### src/rtl/reaction_timer.sv
// Game-control core of the reaction-time game: random pre-delay, GO cue, then reaction
// measured in prescaled ticks, saturated at MAX_COUNT, with false-start detection.
module reaction_timer #(
  parameter int unsigned TICK_DIV  = 500000,
  parameter int unsigned MIN_DELAY = 100,
  parameter int unsigned MAX_COUNT = 99
) (
  input  logic       clk,
  input  logic       rst,
  input  logic       btn,
  output logic       led_go,
  output logic [7:0] result,
  output logic       result_valid,
  output logic       false_start,
  output logic       busy
);

  localparam int unsigned       PrescW   = (TICK_DIV > 1) ? $clog2(TICK_DIV) : 1;
  localparam logic [PrescW-1:0] PrescMax = PrescW'(TICK_DIV - 1);
  localparam logic [8:0]        MinDly   = 9'(MIN_DELAY);
  localparam logic [7:0]        MaxCnt   = 8'(MAX_COUNT);

  typedef enum logic [2:0] {StIdle, StWait, StGo, StDone, StFalse} state_e;

  state_e            state_q;
  logic [PrescW-1:0] presc_q;
  logic [8:0]        delay_q;
  logic [7:0]        count_q;
  logic              btn_q;
  logic [7:0]        lfsr_q;
  logic              led_go_q;
  logic [7:0]        result_q;
  logic              result_valid_q;
  logic              false_start_q;
  logic              busy_q;

  logic       press;
  logic       tick;
  logic [7:0] lfsr_d;

  assign press  = btn & ~btn_q;
  assign tick   = (presc_q == PrescMax);
  // x^8 + x^6 + x^5 + x^4 + 1
  assign lfsr_d = {lfsr_q[6:0], lfsr_q[7] ^ lfsr_q[5] ^ lfsr_q[4] ^ lfsr_q[3]};

  always_ff @(posedge clk) begin
    if (rst) begin
      state_q        <= StIdle;
      presc_q        <= '0;
      delay_q        <= '0;
      count_q        <= '0;
      btn_q          <= 1'b0;
      lfsr_q         <= 8'h01;
      led_go_q       <= 1'b0;
      result_q       <= '0;
      result_valid_q <= 1'b0;
      false_start_q  <= 1'b0;
      busy_q         <= 1'b0;
    end else begin
      btn_q   <= btn;
      lfsr_q  <= lfsr_d;
      presc_q <= tick ? '0 : presc_q + PrescW'(1);
      unique case (state_q)
        StIdle, StDone, StFalse: begin
          if (press) begin
            state_q        <= StWait;
            delay_q        <= MinDly + {2'b00, lfsr_q[6:0]};
            presc_q        <= '0;
            busy_q         <= 1'b1;
            result_q       <= '0;
            result_valid_q <= 1'b0;
            false_start_q  <= 1'b0;
            led_go_q       <= 1'b0;
          end
        end
        StWait: begin
          if (press) begin
            // A press before GO wins even over an expiring delay
            state_q       <= StFalse;
            busy_q        <= 1'b0;
            false_start_q <= 1'b1;
            result_q      <= '0;
          end else if (tick) begin
            if (delay_q <= 9'd1) begin
              state_q  <= StGo;
              count_q  <= '0;
              presc_q  <= '0;
              led_go_q <= 1'b1;
            end else begin
              delay_q <= delay_q - 9'd1;
            end
          end
        end
        StGo: begin
          if (press) begin
            state_q        <= StDone;
            result_q       <= count_q;
            result_valid_q <= 1'b1;
            led_go_q       <= 1'b0;
            busy_q         <= 1'b0;
          end else if (tick) begin
            if (count_q >= MaxCnt - 8'd1) begin
              state_q        <= StDone;
              count_q        <= MaxCnt;
              result_q       <= MaxCnt;
              result_valid_q <= 1'b1;
              led_go_q       <= 1'b0;
              busy_q         <= 1'b0;
            end else begin
              count_q <= count_q + 8'd1;
            end
          end
        end
        default: state_q <= StIdle;
      endcase
    end
  end

  assign led_go       = led_go_q;
  assign result       = result_q;
  assign result_valid = result_valid_q;
  assign false_start  = false_start_q;
  assign busy         = busy_q;

endmodule

### config.mk
export PLATFORM = sky130hd
export DESIGN_NAME = reaction_timer
export DESIGN_NICKNAME = d
export VERILOG_FILES = /design/src/rtl/reaction_timer.sv
export SDC_FILE = /design/constraint.sdc
export NUM_CORES = 1
export LEC_CHECK = 0
export ABC_AREA = 0
export CORE_MARGIN = 5
export CORE_UTILIZATION = 35
export CTS_CLUSTER_SIZE = 10
export DETAILED_ROUTE_END_ITERATION = 12
export GPL_ROUTABILITY_DRIVEN = 0
export PLACE_DENSITY = 0.54
export SYNTH_ARGS = -nofsm -noshare
export SYNTH_HDL_FRONTEND = slang
export SYNTH_SLANG_ARGS = --single-unit
### constraint.sdc
create_clock -name clk -period 2.4 [get_ports clk]
set_clock_uncertainty 0.2 [all_clocks]
set_input_delay 0.72 -clock clk [delete_from_list [all_inputs] [get_ports clk]]
set_output_delay 0.72 -clock clk [all_outputs]
set_load 0.02 [all_outputs]
==> impl_metrics.ini <==
[worst_setup_path]
startpoint_type = input pin
slowest_delay_ns = 0.45
r2r_start = presc_q[1]$_SDFF_PP0_
path_max_fanout = 4
critPathTopFamily = simple AND/OR/NAND/NOR gates
slowest_stage = clkdlybuf4s50_1
crit_required_ns = 2.47
r2r_end = led_go$_SDFFE_PP0P_
worst-endpoint-arrival_ns = 2.38
path_class = in2reg
endpoint_kind = flip-flop
reg2reg_depth = 7
cp_num_buf_inv = 1
worstPathCellList = clkdlybuf4s50_1 > and2b_1 > nor3_1 > nand3_1 > or3_1 > a21oi_1
reg2reg_slack_ns = 0.16

[floorplan]
dieArea_um2 = 10400
num_io_pins = 15
start_util = 0.360
dieHeight_um = 102
fp-row-count = 33
coreArea_um2 = 8220
die-width_um = 102

[timing]
rsz0062_at_grt = no
final_max_slew_viol_count = 0
slew_headroom = 0.686
period_share = 0.962
finalSetupViolCount = 0
setup_tns_ns = 0
period_minus_slack_ns = 2.31
fmax_mhz = 433
hold_viol_final = 0
tightest_slew_ns = 0.467

[min_path]
min_from = result[6]$_SDFFE_PP0P_
hold_depth = 2
min_to = result[6]$_SDFFE_PP0P_
min_path_type = reg2reg

[logic_synthesis]
syn_area_per_cell_um2 = 8.56
ys_seq_area_frac = 0.407
synth_nets = 354
syn-cell-area_um2 = 2950
post_synth_num_cell_types = 61
async_flop_share = 0
ys.flop_type = dfxtp_1
synthTopCellsByCount = dfxtp_1 (60), nor2_1 (58), a21oi_1 (28), nand2_1 (21), o21ai_0 (17)
yosys_register_bits = 60
netlist.area_leader.share = 0.407
yosysTopAreaCell = dfxtp_1
synth_edf_count = 0
yosysMostFrequentCell = dfxtp_1
ys.warnings.count = 0
syn_inst = 345
synth_area_leaders = dfxtp_1 (41%), nor2_1 (7.4%), a21oi_1 (4.7%), xnor2_1 (4.2%), o21ai_0 (2.9%)

[global_route]
antenna_found_initial = 0
met3_usage = 0.0505
grt-ovfl-total = 0
use_met1 = 0.179
top_usage_layer = met2
grt_max_degree = 26
met2_usage = 0.200
grt_pass1_vias = 2294
grt_use_total = 0.133
grt_first_pass_wirelength_um = 10900

[placed_design]
port_buffers = 14
dpl_cell_area_um2 = 3320
dp_hpwl_um = 4660

[routing]
wl_per_cell_um = 12.9
dr_total_vias = 2468
ant_nets = 0
vias_per_cell = 5.02
detail_route.first_pass.iterations = 5
routed_wl_um = 6350
drt_iter0_drc = 80
drc = 0

[power_and_ir_drop]
irDropWorstVdd_mv = 0.270
internal-power_mw = 1.64
p_per_area_nw_per_um2 = 626
fin_total_pwr_mw = 2.21
combPwrFrac = 0.112
swShare = 0.258
p_clk_frac = 0.415
p_seq_frac = 0.473
power.leakage_nw = 1.25
p_switching_mw = 0.572

[final_layout]
antenna_cells = 0
multi_input_area_um2 = 1620
regArea_um2 = 1200
area_growth_pct = 19.7
fillCellCount = 830
nNetsFinal = 391
drive_above_1_share = 0.152
fin_area_um2 = 3540

[clock_network]
clock-sinks = 60
tritoncts = done
cts.htree.levels = 3
clockBufferDepth = 2
cts_buffers = 9
clk_pin_slew_ns = 0.07
cts_root_buffer = clkbuf_8
clk_latency_ns = 0.34

[status]
status = completed

[flow_run]
drv_cap = 0
[state kept, by name, summed over array words and instances (netlist names)]
register / count
btn_q: 1
busy: 1
count_q: 8
delay_q: 9
false_start: 1
led_go: 1
lfsr_q: 8
presc_q: 19
result: 8
result_valid: 1
state_q: 3
[worst reg2reg max path, stage by stage, from the launching register on]
cell	delay [ns]
dfxtp_1	0.35
ha_2	0.21
nand4_2	0.12
or2_1	0.26
or3_4	0.43
a311oi_1	0.32
a31oi_1	0.14
nor3b_2	0.15
[routing by layer]
| metal | vias to the layer above | part of all wire | routed length, um |
|---|---|---|---|
| met1 | 1148 | 0.51 | 3230 |
| met2 | 23 | 0.45 | 2830 |
| li1 | 1291 | - | - |
| met5 | - | 0 | 0 |
| met3 | 6 | 0.036 | 227 |
| met4 | 0 | 0.0098 | 62 |
[through the flow]
| stage | util | hold slack, ns | cells | setup slack, ns |
|---|---|---|---|---|
| after floorplan | - | 0.230 | 345 | 0.159 |
| after global placement | 0.404 | 0.243 | 474 | -0.217 |
| after detailed placement | 0.404 | 0.247 | 474 | -0.268 |
| after CTS | 0.428 | 0.257 | 490 | 0.0889 |
| after global routing | 0.430 | 0.277 | 492 | 0.0150 |
| final | 0.430 | 0.252 | 492 | 0.0913 |
[cells by family after synthesis]
family,after synthesis,share of synthesized area
xor+xnor,23,0.0682
buf+inv,22,0.0457
simple gates,156,0.282
compound gates,76,0.165
flops,60,0.407
fa+ha+maj,6,0.0254
mux,2,0.00720
[power by group through the flow]
stage               clock [mW]  combinational [mW]  sequential (mW)
global route              1.00               0.277             1.05
global placement             0               0.234             1.07
detailed placement           0               0.236             1.07
CTS                      0.958               0.237             1.05
finish                   0.918               0.248             1.05
floorplan                    0               0.161             1.07
[how the worst max path moves through the flow]
stage / startpoint / to / slack (ns) / depth (start not counted)
2_1_floorplan: presc_q[0]$_SDFF_PP0_ / result[7]$_SDFFE_PP0P_ / 0.16 / 8
3_3_place_gp: btn / delay_q[7]$_SDFFE_PP0P_ / -0.22 / 7
3_5_place_dp: btn / delay_q[7]$_SDFFE_PP0P_ / -0.27 / 7
4_1_cts: btn / delay_q[8]$_SDFFE_PP0P_ / 0.09 / 6
5_1_grt: btn / delay_q[3]$_SDFFE_PP0P_ / 0.02 / 7
6_report: btn / delay_q[8]$_SDFFE_PP0P_ / 0.09 / 6
[cell usage in the layout, fill, tap and decap left out, types with 2 or more instances in the layout]
cell	count
nor3b_1	2
clkinvlp_4	2
ha_1	5
or3_1	2
and4_1	2
nand2b_1	5
nor2b_1	11
o211ai_1	5
a31oi_1	3
buf_4	26
or2_1	2
a22oi_1	6
nor4_1	2
nor3_1	11
and3_1	6
nand3_1	12
clkinv_2	2
nand2_1	21
inv_1	7
dfxtp_1	60
xor2_1	9
clkbuf_8	10
nand3b_1	5
xnor2_1	14
o21ai_0	17
clkdlybuf4s50_1	14
nand4_1	2
nor2_1	58
a22o_1	2
a21oi_1	28
a211oi_1	3
[final cells by class]
cell class | instances | share of cell area
multi-input combinational | 263 | 0.458
sequential | 60 | 0.340
timing repair buffer | 41 | 0.100
clock buffer | 10 | 0.0389
tap | 105 | 0.0372
clock inverter | 6 | 0.0180
inverter | 7 | 0.00743
[repair_timing]
action / in CTS / in global routing
setup endpoints to repair: 0 / 5
buffers inserted: 0 / 2
hold buffers: 0 / 0
endpoints found under the hold margin: 0 / 0
resized for setup: 0 / 1
No activity file was read; power rests on OpenSTA's default activity.
